[config.mk]
export PLATFORM = sky130hd
export DESIGN_NAME = mem_arbiter
export DESIGN_NICKNAME = d
export VERILOG_FILES = /design/src/rtl/mem_arbiter.sv
export SDC_FILE = /design/constraint.sdc
export NUM_CORES = 1
export LEC_CHECK = 0
export BUFFER_PORTS_ARGS = -buffer_cell sky130_fd_sc_hd__buf_2
export CORE_MARGIN = 2
export CORE_UTILIZATION = 45
export CTS_BUF_LIST = sky130_fd_sc_hd__clkbuf_2 sky130_fd_sc_hd__clkbuf_4 sky130_fd_sc_hd__clkbuf_8
export DETAILED_ROUTE_END_ITERATION = 7
export HOLD_SLACK_MARGIN = 0.05
export PLACE_DENSITY = 0.79
export RECOVER_POWER = 50
export SLEW_MARGIN = 10
export SYNTH_ARGS = -nofsm -noshare
export SYNTH_HDL_FRONTEND = slang
export SYNTH_SLANG_ARGS = --single-unit
[constraint.sdc]
create_clock -name clk -period 4.7 [get_ports clk]
set_clock_uncertainty 0.2 [all_clocks]
set_input_delay 0.47 -clock clk [delete_from_list [all_inputs] [get_ports clk]]
set_output_delay 0.47 -clock clk [all_outputs]
set_load 0.1 [all_outputs]
[src/rtl/mem_arbiter.sv]
// Two-requester round-robin memory arbiter with IDLE/BUSY/DONE sequencing.
// Optional BUSY watchdog enabled by defining ARB_TIMEOUT_EN.
module mem_arbiter #(
  parameter int unsigned ADDR_WIDTH     = 32,
  parameter int unsigned DATA_WIDTH     = 32,
  parameter int unsigned TIMEOUT_CYCLES = 16
) (
  input  logic                  clk,
  input  logic                  rst_n,
  input  logic                  m0_rd_en_i,
  input  logic                  m0_wr_en_i,
  input  logic [ADDR_WIDTH-1:0] m0_addr_i,
  input  logic [DATA_WIDTH-1:0] m0_data_i,
  output logic [DATA_WIDTH-1:0] m0_data_o,
  output logic                  m0_ack_o,
  output logic                  m0_err_o,
  input  logic                  m1_rd_en_i,
  input  logic                  m1_wr_en_i,
  input  logic [ADDR_WIDTH-1:0] m1_addr_i,
  input  logic [DATA_WIDTH-1:0] m1_data_i,
  output logic [DATA_WIDTH-1:0] m1_data_o,
  output logic                  m1_ack_o,
  output logic                  m1_err_o,
  output logic                  mem_rd_en_o,
  output logic                  mem_wr_en_o,
  output logic [ADDR_WIDTH-1:0] mem_addr_o,
  output logic [DATA_WIDTH-1:0] mem_data_o,
  input  logic [DATA_WIDTH-1:0] mem_data_i,
  input  logic                  mem_ack_i
);

  typedef enum logic [1:0] {IDLE, BUSY, DONE} state_e;

  if (TIMEOUT_CYCLES == 0) begin : g_bad_timeout
    $error("mem_arbiter: TIMEOUT_CYCLES must be at least 1");
  end

  state_e                state_q, state_d;
  logic                  last_grant_q, last_grant_d;
  logic                  grant_q, grant_d;
  logic                  mem_rd_en_q, mem_rd_en_d;
  logic                  mem_wr_en_q, mem_wr_en_d;
  logic [ADDR_WIDTH-1:0] mem_addr_q, mem_addr_d;
  logic [DATA_WIDTH-1:0] mem_data_q, mem_data_d;
  logic [DATA_WIDTH-1:0] m0_data_q, m0_data_d;
  logic [DATA_WIDTH-1:0] m1_data_q, m1_data_d;
  logic                  m0_ack_q, m0_ack_d;
  logic                  m1_ack_q, m1_ack_d;
  logic                  req0, req1, pick, pick_wr;
  logic                  tmo_hit;

`ifdef ARB_TIMEOUT_EN
  localparam int unsigned CNT_W = $clog2(TIMEOUT_CYCLES + 1);

  logic [CNT_W-1:0] tmo_cnt_q, tmo_cnt_d;
  logic             m0_err_q, m0_err_d;
  logic             m1_err_q, m1_err_d;

  // Fires at the end of the TIMEOUT_CYCLES-th BUSY cycle; a same-cycle ack wins.
  assign tmo_hit = (state_q == BUSY) && (tmo_cnt_q == CNT_W'(TIMEOUT_CYCLES - 1));

  always_comb begin
    tmo_cnt_d = '0;
    m0_err_d  = 1'b0;
    m1_err_d  = 1'b0;
    if (state_q == BUSY && state_d == BUSY) tmo_cnt_d = tmo_cnt_q + CNT_W'(1);
    if (tmo_hit && !mem_ack_i) begin
      m0_err_d = ~grant_q;
      m1_err_d = grant_q;
    end
  end

  always_ff @(posedge clk or negedge rst_n) begin
    if (!rst_n) begin
      tmo_cnt_q <= '0;
      m0_err_q  <= 1'b0;
      m1_err_q  <= 1'b0;
    end else begin
      tmo_cnt_q <= tmo_cnt_d;
      m0_err_q  <= m0_err_d;
      m1_err_q  <= m1_err_d;
    end
  end

  assign m0_err_o = m0_err_q;
  assign m1_err_o = m1_err_q;
`else
  assign tmo_hit  = 1'b0;
  assign m0_err_o = 1'b0;
  assign m1_err_o = 1'b0;
`endif

  assign req0    = m0_rd_en_i | m0_wr_en_i;
  assign req1    = m1_rd_en_i | m1_wr_en_i;
  // Contention goes to whoever was not granted last; a lone requester always wins.
  assign pick    = (req0 && req1) ? ~last_grant_q : req1;
  assign pick_wr = pick ? m1_wr_en_i : m0_wr_en_i;

  always_comb begin
    state_d      = state_q;
    last_grant_d = last_grant_q;
    grant_d      = grant_q;
    mem_rd_en_d  = mem_rd_en_q;
    mem_wr_en_d  = mem_wr_en_q;
    mem_addr_d   = mem_addr_q;
    mem_data_d   = mem_data_q;
    m0_data_d    = m0_data_q;
    m1_data_d    = m1_data_q;
    m0_ack_d     = 1'b0;
    m1_ack_d     = 1'b0;
    case (state_q)
      IDLE: begin
        if (req0 || req1) begin
          state_d      = BUSY;
          grant_d      = pick;
          last_grant_d = pick;
          mem_wr_en_d  = pick_wr;
          mem_rd_en_d  = ~pick_wr;
          mem_addr_d   = pick ? m1_addr_i : m0_addr_i;
          mem_data_d   = pick ? m1_data_i : m0_data_i;
        end
      end
      BUSY: begin
        if (mem_ack_i || tmo_hit) begin
          state_d     = DONE;
          mem_rd_en_d = 1'b0;
          mem_wr_en_d = 1'b0;
          m0_ack_d    = ~grant_q;
          m1_ack_d    = grant_q;
          if (mem_ack_i && mem_rd_en_q) begin
            if (grant_q) m1_data_d = mem_data_i;
            else         m0_data_d = mem_data_i;
          end
        end
      end
      DONE:    state_d = IDLE;
      default: state_d = IDLE;
    endcase
  end

  always_ff @(posedge clk or negedge rst_n) begin
    if (!rst_n) begin
      state_q      <= IDLE;
      last_grant_q <= 1'b1;
      grant_q      <= 1'b0;
      mem_rd_en_q  <= 1'b0;
      mem_wr_en_q  <= 1'b0;
      mem_addr_q   <= '0;
      mem_data_q   <= '0;
      m0_data_q    <= '0;
      m1_data_q    <= '0;
      m0_ack_q     <= 1'b0;
      m1_ack_q     <= 1'b0;
    end else begin
      state_q      <= state_d;
      last_grant_q <= last_grant_d;
      grant_q      <= grant_d;
      mem_rd_en_q  <= mem_rd_en_d;
      mem_wr_en_q  <= mem_wr_en_d;
      mem_addr_q   <= mem_addr_d;
      mem_data_q   <= mem_data_d;
      m0_data_q    <= m0_data_d;
      m1_data_q    <= m1_data_d;
      m0_ack_q     <= m0_ack_d;
      m1_ack_q     <= m1_ack_d;
    end
  end

  assign m0_data_o   = m0_data_q;
  assign m1_data_o   = m1_data_q;
  assign m0_ack_o    = m0_ack_q;
  assign m1_ack_o    = m1_ack_q;
  assign mem_rd_en_o = mem_rd_en_q;
  assign mem_wr_en_o = mem_wr_en_q;
  assign mem_addr_o  = mem_addr_q;
  assign mem_data_o  = mem_data_q;

endmodule
==> summary.txt <==
Status -> complete, but fails checks
Failing checks -> max-capacitance violations, max-slew violations
FF+latch area -> 3405 µm²
Largest net degree at the start of global routing -> 101
Period Utilization, post-route -> 65.94%
Setup TNS -> 0 ps
Buffer type at the clock tree root -> clkbuf_8
Startpoint types -> input port
Final wirelength -> 16.94 mm
Clock sink count -> 136
Relative slew slack -> -60.67%
Slew @ Worst Pin -> 2410 ps
CP endpoint kind -> asynchronous set/reset pin
Seq/Total Area, Yosys -> 55.72%
Clock tree from TritonCTS -> built
Synth top area share -> 55.29%
Antenna diodes -> 0
RSZ-0062 raised after global routing -> false
Share of cells above drive strength 1 -> 37.97%
Num CTS Buffers -> 17
Minimum period implied by the final worst setup slack -> 3099 ps
Latest clock arrival within the worst-skew pair -> 420 ps
Num rows -> 42
Crit-path max FO -> 100
Routed Antenna Nets -> 0
I/O pin cnt -> 301
Congestion Overflow GR -> 0
# Max-Cap Violations -> 1
Cells after synthesis -> 538
Worst-case clock buffer depth -> 2
Multi-input gate area -> 2449 µm²
WS Path Type -> in -> async
Wire length of the first global-routing pass -> 25.97 mm
Number of remaining DRC errors -> 0
Yosys cell types -> 26
Post-synth EDFFs -> 0
Clock transition at path regs -> 70 ps
Synth area leader -> dfrtp_1
Vias/cell -> 5.436
Die footprint -> 14530 µm²
Pre-antenna DRT Iters -> 4
Initial DRC Count -> 297
Warnings, synthesis -> 0
Main area contributors after synthesis -> dfrtp_1 55%, mux2_2 12%, nand3b_1 8.0%
# fillers -> 1187
Fmax -> 322.7 MHz
Main synth FF type -> dfrtp_1
Syn_area_per_cell -> 11.36 µm²
Arr. time, crit path -> 3420 ps
WP data required -> 5020 ps
Mapped Area -> 6110 µm²
Vias in the first global route -> 5211
Die Wd -> 120.5 µm
Hold Violations, Final -> 0
Hpwl dp -> 11.46 mm
Synth Register Bits -> 136
Hold buffers post-CTS -> 1
Total track usage -> 22.73%
Core box area -> 13240 µm²
Final setup fails -> 0
Port buffer count -> 298
Die height -> 120.5 µm
Wire per inst -> 17.03 µm
Initial Utilization -> 46.14%
H-tree levels -> 4
Initial antenna violation count -> 0
Post-CTS setup buffers -> 0
Final RePlAce weighted congestion -> 0.7795
Syn-to-layout area delta -> 28.92%
Post_cts resized -> 0
Final net count -> 975
Final Slew Violations -> 101
Post-synth ARST share -> 100.0%
Worst min path class -> in -> reg
DR vias -> 5409
==> final cells by class <==
| class | instances | area share, % |
|---|---|---|
| Timing Repair Buffer | 306 | 18.20 |
| Inverter | 2 | 0.09531 |
| Clock buffer | 19 | 3.320 |
| Tap cell | 176 | 2.796 |
| Clock inverter | 11 | 1.271 |
| Sequential cell | 136 | 43.22 |
| Multi-Input combinational cell | 345 | 31.09 |
==> critical path: stages <==
cell	delay, ps
dlygate4sd3_1	520
clkbuf_2	1700
buf_4	660
==> Yosys cell counts, types with 2 or more instances <==
| library cell | n |
|---|---|
| buf_6 | 7 |
| dfrtp_1 | 135 |
| a31oi_1 | 64 |
| nor2_1 | 4 |
| o21ai_0 | 65 |
| inv_1 | 2 |
| clkbuf_1 | 34 |
| a21oi_1 | 64 |
| nand3b_1 | 65 |
| nand2_1 | 2 |
| and2_1 | 2 |
| buf_4 | 2 |
| buf_2 | 13 |
| mux2_2 | 67 |
==> flip-flops by register name (all words and copies together) (netlist names), 2 cells and up <==
signal      count
state_q         2
mem_addr_o     32
m0_data_o      32
m1_data_o      32
mem_data_o     32
==> through the flow <==
stage	std cells	worst slack [ps]	hold WS, ps	util (%)	area, µm²
6_report	995	1601	79.99	59.48	7876
5_1_grt	995	1103	54.24	59.48	7876
4_1_cts	994	2125	50.37	60.37	7995
3_5_place_dp	963	1995	287.7	57.57	7624
3_3_place_gp	963	1999	281.4	57.57	7624
2_1_floorplan	539	2457	-25.59	-	6113
==> kinds of logic after synthesis <==
group,after synthesis,share of synthesized area [%]
muxes,68,12.51
AOI/OAI and AO/OA,197,17.61
buffers and inverters,58,4.813
DFF,136,55.72
and+or+nand+nor,78,9.277
other,1,0.06138
==> metal layers <==
metal,global-route usage (%),up-vias,routed length [µm]
met5,0,-,0
met4,8.503,0,367
met3,8.491,28,1492
met2,38.38,254,8425
met1,26.35,2594,6658
li1,-,2533,-
==> cells in the final DEF (no fill, tap or decap), types with 2 or more instances in the layout <==
cell,instances
inv_1,2
dfrtp_1,135
dlygate4sd3_1,2
o21ai_0,65
nor2_1,2
a31oi_1,64
clkinv_2,3
a21oi_1,64
buf_2,199
clkbuf_8,19
nand2_1,2
mux2_2,67
clkinvlp_4,5
nand3b_1,65
clkbuf_1,98
conb_1,2
buf_4,6
inv_6,2
nor2_4,2
==> final timing paths <==
check                                     startpoint                   endpoint  slack, ps  cells after the start
setup / recovery                               rst_n   last_grant_q$_DFFE_PN1P_       1600                      3
hold / removal                             mem_ack_i     state_q[0]$_DFFE_PN0P_         80                      2
setup reg to reg              state_q[0]$_DFFE_PN0P_        grant_q$_DFFE_PN0P_       2130                      4
hold reg to reg            m0_data_o[19]$_DFFE_PN0P_  m0_data_o[19]$_DFFE_PN0P_        310                      1
max in group clk              state_q[0]$_DFFE_PN0P_        grant_q$_DFFE_PN0P_       2130                      4
min in group asynchronous                      rst_n  m1_data_o[14]$_DFFE_PN0P_       1110                      2
Power is not shown: default switching activity piles up to over one toggle a cycle in this logic, so the estimate is an artifact.
